File: src/rtl/hold_timer_pkg.sv
// -----------------------------------------------------------------------------
// hold_timer_pkg
// Shared types and default constants for the hold timer and its prescaler.
//   state_t          one-hot timer state encoding (T_IDLE, T_RUN, T_DONE)
//   DEF_WIDTH        default counter width in bits
//   DEF_HOLD_CYCLES  default hold interval in counter ticks
//   DEF_PRESC_DIV    default clock cycles per tick when the prescaler is built
// -----------------------------------------------------------------------------
package hold_timer_pkg;

    typedef enum int unsigned {
        T_IDLE = 32'd1,
        T_RUN  = 32'd2,
        T_DONE = 32'd4
    } state_t;

    localparam int unsigned DEF_WIDTH       = 32'd8;
    localparam int unsigned DEF_HOLD_CYCLES = 32'd10;
    localparam int unsigned DEF_PRESC_DIV   = 32'd4;

endpackage

File: src/rtl/tick_prescaler.sv
// -----------------------------------------------------------------------------
// tick_prescaler
// Emits a one-cycle TICK once every DIV clocks. CLR restarts the period so the
// first tick after a clear arrives exactly DIV clocks later.
// Ports:
//   CLK      in   clock, rising edge
//   N_RESET  in   asynchronous active-low reset
//   CLR      in   synchronous restart of the division period
//   TICK     out  registered one-cycle tick
// Only instantiated when HOLD_TIMER_PRESCALE_EN is defined.
// -----------------------------------------------------------------------------
module tick_prescaler
    import hold_timer_pkg::*;
#(
    parameter int unsigned DIV = DEF_PRESC_DIV
) (
    input  logic CLK,
    input  logic N_RESET,
    input  logic CLR,
    output logic TICK
);

    localparam int unsigned CW = ($clog2(DIV) > 0) ? $clog2(DIV) : 32'd1;
    localparam logic [CW-1:0] CNT_LAST = CW'(DIV - 32'd1);
    localparam logic [CW-1:0] CNT_ZERO = CW'(32'd0);
    localparam logic [CW-1:0] CNT_ONE  = CW'(32'd1);

    if (DIV < 32'd2) begin : g_bad_div
        $error("tick_prescaler: DIV must be 2 or more");
    end

    logic [CW-1:0] cnt_r;
    logic [CW-1:0] cnt_nxt_s;
    logic          tick_r;

    // Next period count: restart on clear, wrap after the last clock of a period.
    always_comb begin
        cnt_nxt_s = cnt_r;
        if (CLR) begin
            cnt_nxt_s = CNT_ZERO;
        end else if (cnt_r == CNT_LAST) begin
            cnt_nxt_s = CNT_ZERO;
        end else begin
            cnt_nxt_s = cnt_r + CNT_ONE;
        end
    end

    // Period counter and registered tick; the tick is high while the counter
    // sits on its last value so the consumer advances on the following edge.
    always_ff @(posedge CLK or negedge N_RESET) begin
        if (!N_RESET) begin
            cnt_r  <= CNT_ZERO;
            tick_r <= 1'b0;
        end else begin
            cnt_r  <= cnt_nxt_s;
            tick_r <= (cnt_nxt_s == CNT_LAST);
        end
    end

    assign TICK = tick_r;

endmodule

File: src/rtl/hold_timer.sv
// -----------------------------------------------------------------------------
// hold_timer
// Hold-interval timer paired with the Moore handshake controller. START from
// the controller launches a count of HOLD_CYCLES ticks; READY then stays high
// until the controller clears the timer with RESET.
// Ports:
//   CLK      in   clock, rising edge
//   N_RESET  in   asynchronous active-low reset
//   RESET    in   synchronous clear (level), overrides START
//   START    in   launch request, accepted only in T_IDLE
//   READY    out  high while the interval has expired (T_DONE)
//   BUSY     out  high while counting (T_RUN)
//   COUNT    out  current tick count
// Build option: HOLD_TIMER_PRESCALE_EN inserts a prescaler so one tick lasts
// PRESC_DIV clocks; without it every clock is a tick.
// -----------------------------------------------------------------------------
module hold_timer
    import hold_timer_pkg::*;
#(
    parameter int unsigned WIDTH       = DEF_WIDTH,
    parameter int unsigned HOLD_CYCLES = DEF_HOLD_CYCLES,
    parameter int unsigned PRESC_DIV   = DEF_PRESC_DIV
) (
    input  logic             CLK,
    input  logic             N_RESET,
    input  logic             RESET,
    input  logic             START,
    output logic             READY,
    output logic             BUSY,
    output logic [WIDTH-1:0] COUNT
);

    localparam logic [WIDTH-1:0] CNT_ZERO = WIDTH'(32'd0);
    localparam logic [WIDTH-1:0] CNT_ONE  = WIDTH'(32'd1);
    localparam logic [WIDTH-1:0] CNT_LAST = WIDTH'(HOLD_CYCLES - 32'd1);
    localparam logic [WIDTH-1:0] CNT_HOLD = WIDTH'(HOLD_CYCLES);

    if ((HOLD_CYCLES < 32'd1) ||
        (64'(HOLD_CYCLES) > ((64'd1 << WIDTH) - 64'd1))) begin : g_bad_hold
        $error("hold_timer: HOLD_CYCLES must lie in 1 .. 2**WIDTH-1");
    end

    if (PRESC_DIV < 32'd2) begin : g_bad_presc
        $error("hold_timer: PRESC_DIV must be 2 or more");
    end

    state_t           state_r;
    state_t           state_nxt_s;
    logic [WIDTH-1:0] count_r;
    logic [WIDTH-1:0] count_nxt_s;
    logic             ready_r;
    logic             busy_r;
    logic             tick_s;

`ifdef HOLD_TIMER_PRESCALE_EN
    logic presc_clr_s;

    // Restart the tick period on a clear and when a launch is accepted, so the
    // first count step lands exactly PRESC_DIV clocks after START.
    always_comb begin
        presc_clr_s = 1'b0;
        if (RESET) begin
            presc_clr_s = 1'b1;
        end else if ((state_r == T_IDLE) && START) begin
            presc_clr_s = 1'b1;
        end else begin
            presc_clr_s = 1'b0;
        end
    end

    tick_prescaler #(
        .DIV     (PRESC_DIV)
    ) u_tick_prescaler (
        .CLK     (CLK),
        .N_RESET (N_RESET),
        .CLR     (presc_clr_s),
        .TICK    (tick_s)
    );
`else
    assign tick_s = 1'b1;
`endif

    // Next-state and next-count decode; RESET wins over everything else and
    // any corrupted state or count falls back to a clean idle.
    always_comb begin
        state_nxt_s = state_r;
        count_nxt_s = count_r;
        if (RESET) begin
            state_nxt_s = T_IDLE;
            count_nxt_s = CNT_ZERO;
        end else begin
            case (state_r)
                T_IDLE: begin
                    count_nxt_s = CNT_ZERO;
                    if (START) begin
                        state_nxt_s = T_RUN;
                    end else begin
                        state_nxt_s = T_IDLE;
                    end
                end
                T_RUN: begin
                    if (!tick_s) begin
                        state_nxt_s = T_RUN;
                        count_nxt_s = count_r;
                    end else if (count_r == CNT_LAST) begin
                        state_nxt_s = T_DONE;
                        count_nxt_s = CNT_HOLD;
                    end else if (count_r < CNT_LAST) begin
                        state_nxt_s = T_RUN;
                        count_nxt_s = count_r + CNT_ONE;
                    end else begin
                        state_nxt_s = T_IDLE;
                        count_nxt_s = CNT_ZERO;
                    end
                end
                T_DONE: begin
                    state_nxt_s = T_DONE;
                    count_nxt_s = CNT_HOLD;
                end
                default: begin
                    state_nxt_s = T_IDLE;
                    count_nxt_s = CNT_ZERO;
                end
            endcase
        end
    end

    // State, count and output flags; flags are decoded from the next state so
    // they change on the same edge as the state they describe.
    always_ff @(posedge CLK or negedge N_RESET) begin
        if (!N_RESET) begin
            state_r <= T_IDLE;
            count_r <= CNT_ZERO;
            ready_r <= 1'b0;
            busy_r  <= 1'b0;
        end else begin
            state_r <= state_nxt_s;
            count_r <= count_nxt_s;
            ready_r <= (state_nxt_s == T_DONE);
            busy_r  <= (state_nxt_s == T_RUN);
        end
    end

    assign READY = ready_r;
    assign BUSY  = busy_r;
    assign COUNT = count_r;

endmodule

File: config.mk
export PLATFORM = sky130hd
export DESIGN_NAME = hold_timer
export DESIGN_NICKNAME = d
export VERILOG_FILES = /design/src/rtl/hold_timer_pkg.sv /design/src/rtl/tick_prescaler.sv /design/src/rtl/hold_timer.sv
export SDC_FILE = /design/constraint.sdc
export NUM_CORES = 1
export LEC_CHECK = 0
export BUFFER_PORTS_ARGS = -buffer_cell sky130_fd_sc_hd__buf_2
export CAP_MARGIN = 15
export CORE_MARGIN = 2
export CORE_UTILIZATION = 40
export DETAILED_ROUTE_END_ITERATION = 16
export PLACE_DENSITY_LB_ADDON = 0.15
export SKIP_LAST_GASP = 1
export SLEW_MARGIN = 10
export SYNTH_ARGS = -nofsm -noshare
export SYNTH_HDL_FRONTEND = slang
export SYNTH_SLANG_ARGS = --single-unit
File: constraint.sdc
create_clock -name CLK -period 2.4 [get_ports CLK]
set_input_delay 0.12 -clock CLK [delete_from_list [all_inputs] [get_ports CLK]]
set_output_delay 0.12 -clock CLK [all_outputs]
set_load 0.01 [all_outputs]
; ---- Word level (Yosys, flattened, before mapping)
; Index checks and enable logic that the tools add are counted.
[classes]
add_sub_neg = 1
order_cmp = 1
n_eq_ne = 6
n_mux = 9
[op_table]
columns = op, n
row1 = $eq 32x2->1 const B, 2
row2 = $eq 32x3->1 const B, 2
row3 = $eq 32x1->1 const B, 1
row4 = $mux 32, 1
row5 = $mux 8, 3
row6 = $pmux 8 s2, 1
row7 = $pmux 3 s3, 1
row8 = $add 8x1->8 const B, 1
row9 = $eq 8x4->1 const B, 1
row10 = $lt 8x4->1 const B, 1
row11 = $mux 2, 2
row12 = $mux 3, 1
[word_totals]
regBits = 42
input_bits = 4
wordCells = 21

; ---- Depth between registers and ports, before layout
; Gate-level depths: netlist of run 1.
[depth]
ltp_word = 6
depth_mapped = 6

; ---- Worst setup path before layout of run 1
; OpenSTA, ideal clock, no wires.
[synth_path]
path_kind = reg-to-reg
from = reg count_r[0] (netlist: COUNT[0])
to = reg busy_r (netlist: BUSY)
setup_time_ns = 0.086
arrival_time_ns = 1.298
path_slack_ns = 1.016
path_stages_with_launch = 6
synth_period_minus_slack_ns = 1.384
cell_sequence = dfrtp_1 > ha_1 > nor3b_1 > o2111ai_2 > o21a_1 > nor3_1
[synth_via]
elab_chain_cells = 6
elab_cells_between_ends = 7
[synth_rtl]
columns = element, line
row1 = "start, declared", hold_timer.sv:49  ; logic [WIDTH-1:0] count_r;
row2 = "start signal, assigned", hold_timer.sv:138  ; count_r <= count_nxt_s;
row3 = $lt 8x4->1, hold_timer.sv:108  ; end else if (count_r < CNT_LAST) begin
row4 = $mux 2, hold_timer.sv:108
row5 = $mux 3 (*), hold_timer.sv:105  ; end else if (count_r == CNT_LAST) begin
row6 = $pmux 3 s3 (*), hold_timer.sv:92  ; case (state_r)
row7 = $mux 32 (*), hold_timer.sv:88  ; if (RESET) begin
row8 = $eq 32x2->1 (*), hold_timer.sv:140  ; busy_r <= (state_nxt_s == T_RUN);
row9 = "end signal, assigned", hold_timer.sv:140
row10 = "end, declared", hold_timer.sv:52  ; logic busy_r;
; Mark *: on every way between the ends. The rest lies on a longest branch, timed or not.

; ---- Final worst setup path of run 1
; Ends and elaborated chain as after synthesis.

==> results of run 1 <==
through the flow:
| stage | instance area (um2) | cells | util, % | power [mW] | hold WS [ps] |
|---|---|---|---|---|---|
| finish | 748 | 92 | 50.3 | 0.400 | 73.7 |
| global route | 748 | 92 | 50.3 | 0.424 | 58.0 |
| CTS | 748 | 92 | 50.3 | 0.408 | 62.9 |
| detailed placement | 712 | 87 | 47.8 | 0.269 | 19.7 |
| global placement | 712 | 87 | 47.8 | 0.268 | 14.1 |
| floorplan | 638 | 60 | - | 0.255 | -176 |
cells in the final DEF (no fill, tap or decap):
cell,n
dlygate4sd3_1,1
buf_2,13
or3_4,1
or2_2,1
a21oi_1,5
dfstp_2,1
o21a_1,1
a22oi_1,1
nor2_1,7
inv_1,4
nor3_1,4
o21ai_0,1
nand4b_1,1
o31ai_1,1
o2bb2ai_1,1
nor4_4,1
a41oi_1,2
clkbuf_1,1
ha_1,3
clkbuf_4,3
nor3b_1,1
xnor2_1,2
nand3b_1,1
conb_1,4
o2111ai_2,1
nand2b_1,2
dfrtp_1,12
worst paths after layout:
path                          start    endpoint  slack (ps)  cells after the start
max                        COUNT[0]        BUSY         910                      5
min                           RESET  state_r[1]          70                      2
max reg2reg                COUNT[0]        BUSY         910                      5
min reg2reg                COUNT[0]    COUNT[0]         560                      1
max in group asynchronous   N_RESET  state_r[0]        1870                      2
min in group asynchronous   N_RESET       READY         250                      2
layer usage:
metal,share of wire [%],vias to the layer above
li1,-,233
met1,46,219
met2,47,12
met3,6.7,0
met4,0,0
met5,0,-
final cells by class:
class | instances | area [um2]
clock buffers | 4 | 26.3
fillers | 140 | 741
inverters | 4 | 15.0
multi-input cells | 41 | 285
flip-flops and latches | 13 | 327
well taps | 16 | 20.0
repair buffers | 14 | 75.1
sequential cells by signal (all words and copies together) (netlist names):
register and flops:
state_r 3, COUNT 8, BUSY 1, READY 1
cell families (layout without fill, tap and decap cells):
family | Yosys count | after routing | synth area share [%]
flip-flops | 13 | 13 | 52.1
buffers and inverters | 6 | 22 | 4.19
AND/OR/NAND/NOR | 19 | 19 | 19.4
other | 1 | 4 | 0.598
AO/OA/AOI/OAI | 13 | 13 | 15.0
adder cells (fa/ha/maj) | 3 | 3 | 5.99
XOR/XNOR | 2 | 2 | 2.79
power by group through the flow:
stage               registers (mW)  clock network (mW)  logic, mW
floorplan                    0.238                   0     0.0170
global placement             0.238                   0     0.0296
detailed placement           0.239                   0     0.0301
CTS                          0.235               0.142     0.0314
global route                 0.236               0.153     0.0351
finish                       0.235               0.134     0.0307
repair_timing:
action,CTS,global route
buffers inserted,0,0
hold buffers,1,0
hold endpoints to repair,13,0
==> impl_metrics.csv, run 1 <==
group,metric,value,unit
outcome,status,"completed",
global_routing,grt-busiest-layer,"met2",
timing,final.setup_skew,11.0,ps
power,power.internal,0.305,mW
synthesis,synth_edf_count,0,
synthesis,syn-mean-instance-area,11.0,um2
clock_tree,insertion_delay,280,ps
power,irDropWorstVdd,407,uV
setup_path,cp_max_fo,6,
synthesis,ys.flop_type,"dfrtp_1",
clock_tree,cts_num_sinks,13,
setup_path,cp-start-kind,"flip-flop",
global_routing,grt_use_total,14.8,%
timing,setup_viol,0,
setup_path,required,2590,ps
placed_design,dp_slack,905,ps
synthesis,synthTopCellsByCount,"12 x dfrtp_1, 7 x nor2_1, 5 x a21oi_1, 4 x inv_1, 4 x nor3_1",
floorplan,die_w,43.6,um
floorplan,die_h,43.6,um
synthesis,synth_top_area_share,47.9,%
setup_path,critPathBufInv,0,
job,cap_viol_max_count,0,
setup_path,cp_top_family,"flip-flops",
global_routing,met2_usage,21.5,%
setup_path,end_kind,"flip-flop",
timing,tns,0,ps
routing,viasPerCell,5.04,
routing,vias,464,
routing,dr.first_iter.drc_count,5,
global_routing,use_met3,7.50,%
floorplan,ios,14,
power,switchingPower,0.0949,mW
synthesis,synthTopCellsByArea,"dfrtp_1 48%, ha_1 6.0%, dfstp_2 4.2%",
global_routing,use_met1,19.8,%
power,combPwrFrac,7.7,%
routing,ant_nets,0,
setup_path,arrival,1680,ps
power,p_sw_share,23.7,%
floorplan,core_region_area,1490,um2
synthesis,yosysTopAreaCell,"dfrtp_1",
clock_tree,cts.clk_slew.worst_paths,70,ps
routing,drc,0,
synthesis,ys_async_sr_fraction,100,%
setup_path,path_cells,"ha_1 -> nor3b_1 -> o2111ai_2 -> o21a_1 -> nor3_1",
global_routing,grt_overflow,0,
global_routing,grt_pass1_wl,2010,um
synthesis,netlist_instances,57,
timing,timing.final.ws_setup,907,ps
synthesis,synth.distinct_cells,25,
final_layout,area_growth_syn_to_layout,19.4,%
power,seqPwrFrac,58.7,%
setup_path,path_class,"flip-flop to flip-flop",
timing,max_freq,0.670,GHz
power,power.leakage,0.335,nW
placed_design,io_buffer_count,13,
clock_tree,cts_buffer_depth,2,
clock_tree,cts_resized,0,
routing,routed_wl,1120,um
routing,post_drt_wl_per_cell,12.1,um
synthesis,synth.most_common_cell,"dfrtp_1",
final_layout,layout-drive-gt1-share,27.6,%
synthesis,yosys_warnings,0,
timing,finalMaxSlewViolations,0,
routing,firstDrtPassIters,4,
floorplan,start_util,42.1,%
global_routing,antenna_found_initial,0,
global_routing,grt_max_degree,14,
power,power.density,534,nW/um2
clock_tree,root_buffer,"clkbuf_4",
placed_design,routabilityCongestion,0.823,
final_layout,num_antenna_cells,0,
worst_hold_path,min_path_type,"input pin to flip-flop",
floorplan,dieArea,1900,um2
global_routing,grt_pass1_vias,451,
clock_tree,numCtsBuffers,3,
timing,fin_crit_sh,62.2,%
setup_path,worst_path_max_delay_cell,"dfrtp_1",
final_layout,layout.nets,84,
synthesis,syn_area,627,um2
floorplan,rows,14,
timing,rsz0062_at_grt,"no",
synthesis,yosys_register_bits,13,
synthesis,seq_area_frac_synth,52.1,%
timing,hold_viol,0,
placed_design,hpwl,848,um
clock_tree,cts_tree,"yes",
power,clock_power_share,33.6,%
clock_tree,htree_num_levels,1,
timing,fin_crit,1490,ps
setup_path,worst_path_largest_cell_delay,440,ps
(Power assumes the default switching activity.)
==> run 2, diff against run 1 <==
Clock period 2.4 ns to 1.3 ns, I/O delays scaled along.
==> run 2 against run 1 <==
Net effect: the flow now finishes with violations (negative setup slack); clock skew is 5.6 ps lower; critical path type unchanged; largest cell class is now multi-input combinational cells; hold slack better by 110 ps; first-iteration DRC count is 100% higher; fmax is 7.8% higher; via count is 19% higher; global-route usage increased by 0.67 points; non-clock buffer count is 12 higher; sequential share of layout area decreased by 7.6 points.
==> impl_metrics.csv, run 2 (synthesized netlist as in run 1, its figures left out) <==
group,metric,value,unit
global_routing,antenna_found_initial,0,
final_layout,layout.nets,96,
power,seqPwrFrac,56.6,%
power,irDropWorstVdd,620,uV
power,p_sw_share,25.6,%
timing,setup_viol,6,
power,switchingPower,0.194,mW
power,combPwrFrac,9.5,%
clock_tree,cts.clk_slew.worst_paths,80,ps
clock_tree,cts_buffer_depth,2,
final_layout,layout-drive-gt1-share,50.0,%
floorplan,dieArea,1900,um2
floorplan,die_h,43.6,um
global_routing,grt_pass1_vias,485,
power,clock_power_share,33.9,%
timing,timing.final.ws_setup,-85.4,ps
routing,routed_wl,1420,um
placed_design,place_inst,94,
timing,final.setup_skew,5.38,ps
timing,rsz0062_at_grt,"yes",
final_layout,fillCellCount,125,
routing,dr.first_iter.drc_count,10,
timing,hold_viol,0,
final_layout,seq_area,328,um2
setup_path,required,1510,ps
setup_path,path_class,"flip-flop to flip-flop",
floorplan,rows,14,
routing,ant_nets,0,
power,power.internal,0.565,mW
timing,hold_slack,184,ps
clock_tree,root_buffer,"clkbuf_4",
power,power.density,834,nW/um2
final_layout,final_common_cell,"buf_2",
routing,viasPerCell,5.33,
timing,max_freq,0.722,GHz
clock_tree,numCtsBuffers,3,
setup_path,cp-start-kind,"flip-flop",
final_layout,num_antenna_cells,0,
job,cap_viol_max_count,0,
outcome,status,"finished, violations left",
global_routing,grt_overflow,0,
global_routing,grt_use_total,15.5,%
setup_path,arrival,1600,ps
timing,fin_crit,1390,ps
clock_tree,htree_num_levels,1,
placed_design,io_buffer_count,13,
placed_design,hpwl,919,um
setup_path,cp_max_fo,3,
floorplan,ios,14,
floorplan,start_util,42.1,%
final_layout,final_core_utilization,61.1,%
clock_tree,cts_num_sinks,13,
final_layout,mostFrequentLayoutCells,"13 x buf_2, 11 x dfrtp_1, 11 x buf_4",
final_layout,layout.cells.non_filler,104,
global_routing,grt_pass1_wl,2040,um
routing,vias,554,
worst_hold_path,min_path_type,"input pin to asynchronous set/reset pin",
final_layout,area_growth_syn_to_layout,45.1,%
outcome,violations,"negative setup slack",
routing,firstDrtPassIters,4,
routing,post_drt_wl_per_cell,13.7,um
floorplan,die_w,43.6,um
final_layout,largest_register_ffs,8,
setup_path,end_kind,"flip-flop",
global_routing,grt_max_degree,14,
clock_tree,cts_tree,"yes",
floorplan,core_region_area,1490,um2
placed_design,routabilityCongestion,0.792,
routing,drc,0,
timing,finalMaxSlewViolations,0,
clock_tree,insertion_delay,290,ps
setup_path,ff2ff_path_depth,6,
power,power.leakage,0.410,nW
final_layout,multi_input_comb_area,352,um2
timing,fin_crit_sh,107,%
-- run 2: cell types whose count changed in the layout (fill, tap and decap cells not counted), sizes merged --
cell	delta
dlygate4sd3	+1
clkinv	+1
buf	+11
clkbuf	-1
-- run 2: through the flow --
stage	cell area, um2	worst slack, ps	TNS, ps	total power [mW]
final	910	-85.4	-291	0.759
after global routing	910	-156	-786	0.805
after CTS	843	-62.8	-149	0.763
after detailed placement	796	-67.7	-152	0.500
after global placement	796	-66.8	-121	0.499
after floorplan	669	-45.7	-111	0.471
-- run 2: layout make-up --
| type | instances | share of cell area, % |
|---|---|---|
| timing repair buffer | 26 | 18.4 |
| inverter | 4 | 1.65 |
| clock buffer | 3 | 2.48 |
| multi-input combinational | 41 | 38.7 |
| sequential | 13 | 36.0 |
| tap | 16 | 2.20 |
| clock inverter | 1 | 0.550 |
-- run 2: final timing paths --
kind	endpoint	slack (ps)	from
max	COUNT[2]	-90	COUNT[0]
min	COUNT[6]	180	N_RESET
max reg2reg	COUNT[2]	-90	COUNT[0]
min reg2reg	COUNT[0]	610	COUNT[0]
max in group asynchronous	state_r[0]	830	N_RESET
min in group CLK	state_r[1]	230	START
-- run 2: repair_timing --
item / CTS / global route
hold buffers: 2 / 0
resized for setup: 0 / 7
setup endpoints to repair: 4 / 7
pin swaps: 1 / 6
hold endpoints to repair: 15 / 0
setup buffers: 0 / 4
-- run 2: per-layer routing --
layer / up-vias / track usage, % / wire length (um)
li1: 258 / - / -
met5: - / 0 / 0
met2: 18 / 24.1 / 762
met3: 5 / 3.75 / 53
met4: 0 / 9.09 / 29
met1: 273 / 19.4 / 579
-- run 2: critical path, cell delays in order (launching register included) --
cell       delay [ps]
dfrtp_2           440
inv_2              80
ha_4              140
nor3b_2           170
o2111ai_2         170
buf_4             180
nor3_2            150
-- run 2: power groups by stage --
stage	Clock [mW]	Sequential [mW]	Combinational [mW]
5_1_grt	0.293	0.432	0.0806
4_1_cts	0.266	0.429	0.0681
6_report	0.257	0.429	0.0724
3_3_place_gp	0	0.437	0.0625
3_5_place_dp	0	0.437	0.0631
2_1_floorplan	0	0.440	0.0315
==> run 3, diff against run 2 <==
Settings changed: RECOVER_POWER from default to 50.
==> run 3 against run 2 <==
Net effect: the run still ends with negative setup slack left; non-clock buffer count is the same; highest routed layer unchanged; sequential share of layout area is essentially flat; cell count unchanged; clock skew about the same; core utilization down 0.084 points; critical path type unchanged.
==> impl_metrics.csv, run 3 (synthesized netlist as in run 1, its figures left out) <==
group,metric,value,unit
power,power.density,835,nW/um2
final_layout,area_growth_syn_to_layout,44.9,%
timing,setup_viol,6,
timing,max_freq,0.722,GHz
outcome,status,"finished, violations left",
final_layout,layout-drive-gt1-share,48.9,%
placed_design,io_buffer_count,13,
worst_hold_path,min_path_type,"input pin to flip-flop",
setup_path,worst_path_largest_cell_delay,440,ps
setup_path,cp_max_fo,3,
floorplan,start_util,42.1,%
worst_hold_path,hold_path_depth,4,
timing,hold_viol,0,
clock_tree,insertion_delay,290,ps
global_routing,antenna_found_initial,0,
clock_tree,cts_buffer_depth,2,
setup_path,end_kind,"flip-flop",
power,power.leakage,0.407,nW
setup_path,worst_path_max_delay_cell,"dfrtp_2",
outcome,violations,"negative setup slack",
setup_path,critPathBufInv,2,
timing,tns,-291,ps
final_layout,mostFrequentLayoutCells,"12 x buf_2, 11 x dfrtp_1, 11 x buf_4",
clock_tree,htree_num_levels,1,
clock_tree,numCtsBuffers,3,
setup_path,ff2ff_path_depth,6,
clock_tree,cts.clk_slew.worst_paths,80,ps
placed_design,routabilityCongestion,0.792,
clock_tree,cts_num_sinks,13,
global_routing,grt_pass1_wl,2040,um
placed_design,place_area,796,um2
power,total_power,0.758,mW
routing,dr.first_iter.drc_count,10,
timing,finalMaxSlewViolations,0,
routing,post_drt_wl_per_cell,13.7,um
placed_design,dp_slack,-67.7,ps
setup_path,crit_cells,6,
clock_tree,cts_tree,"yes",
power,irDropWorstVdd,620,uV
routing,ant_nets,0,
timing,fin_crit,1390,ps
routing,viasPerCell,5.34,
placed_design,hpwl,919,um
floorplan,die_w,43.6,um
final_layout,num_antenna_cells,0,
setup_path,path_cells,"inv_2 -> ha_4 -> nor3b_2 -> o2111ai_2 -> buf_4 -> nor3_2",
timing,final.setup_skew,5.40,ps
timing,hold_slack,225,ps
floorplan,die_h,43.6,um
timing,relSlewSlack,54.1,%
global_routing,grt_max_degree,14,
global_routing,grt_use_total,15.5,%
setup_path,path_class,"flip-flop to flip-flop",
setup_path,required,1510,ps
routing,vias,555,
timing,timing.final.ws_setup,-85.4,ps
setup_path,cp-start-kind,"flip-flop",
timing,fin_crit_sh,107,%
floorplan,ios,14,
final_layout,final_area,908,um2
final_layout,fillCellCount,124,
timing,tightest_slew,689,ps
floorplan,rows,14,
global_routing,grt_pass1_vias,485,
setup_path,arrival,1600,ps
clock_tree,root_buffer,"clkbuf_4",
setup_path,cp_top_family,"flip-flops",
routing,firstDrtPassIters,4,
global_routing,grt_overflow,0,
final_layout,layout.nets,96,
floorplan,dieArea,1900,um2
routing,routed_wl,1420,um
floorplan,core_region_area,1490,um2
timing,rsz0062_at_grt,"yes",
routing,drc,0,
final_layout,final_common_cell,"buf_2",
job,cap_viol_max_count,0,
final_layout,largest_register_ffs,8,
run 3: changes by cell type in the layout (fill, tap and decap cells not counted):
cell,change
buf_2,-1
clkbuf_1,+1
run 3: worst paths after layout:
check                         start         end  slack [ps]
setup / recovery           COUNT[0]    COUNT[2]         -90
hold / removal                START  state_r[1]         230
setup reg to reg           COUNT[0]    COUNT[2]         -90
hold reg to reg            COUNT[0]    COUNT[0]         610
max in group asynchronous   N_RESET    COUNT[0]         490
min in group asynchronous   N_RESET    COUNT[5]         320
run 3: metal layers:
layer / global-route usage, % / share of wire (%) / wire length, um
met4: 9.09 / 2.0 / 29
met5: 0 / 0 / 0
met3: 3.75 / 3.7 / 53
met2: 24.1 / 54 / 763
met1: 19.4 / 41 / 577
run 3: area by class of cell:
class	count	area (um2)	area share (%)
inverter	4	15.0	1.65
multi-input combinational	41	352	38.7
sequential	13	328	36.1
clock inverter	1	5.00	0.551
timing repair buffer	26	166	18.3
clock buffer	3	22.5	2.48
tap	16	20.0	2.20
run 3: timing repair:
| item | in CTS | in global routing |
|---|---|---|
| hold buffers | 2 | 0 |
| resized for setup | 0 | 7 |
| buffers inserted | 0 | 4 |
| pin swaps | 1 | 6 |
| endpoints found under the setup margin | 4 | 7 |
| hold endpoints to repair | 15 | 0 |
run 3: worst min-delay path, cell delays in order:
cell and delay (ps):
buf_2 90, nand3b_1 100, o21a_1 170, nor3_2 40
run 3: through the flow:
stage | std cells | util [%]
2_1_floorplan | 60 | -
3_3_place_gp | 94 | 53.4
3_5_place_dp | 94 | 53.4
4_1_cts | 100 | 56.6
5_1_grt | 104 | 61.0
6_report | 104 | 61.0
run 3: where the power goes:
group,total [mW],internal (mW),switching [mW],leakage (nW)
clock,0.257,0.114,0.142,0.0177
sequential,0.429,0.418,0.0112,0.166
combinational,0.0720,0.0315,0.0405,0.223
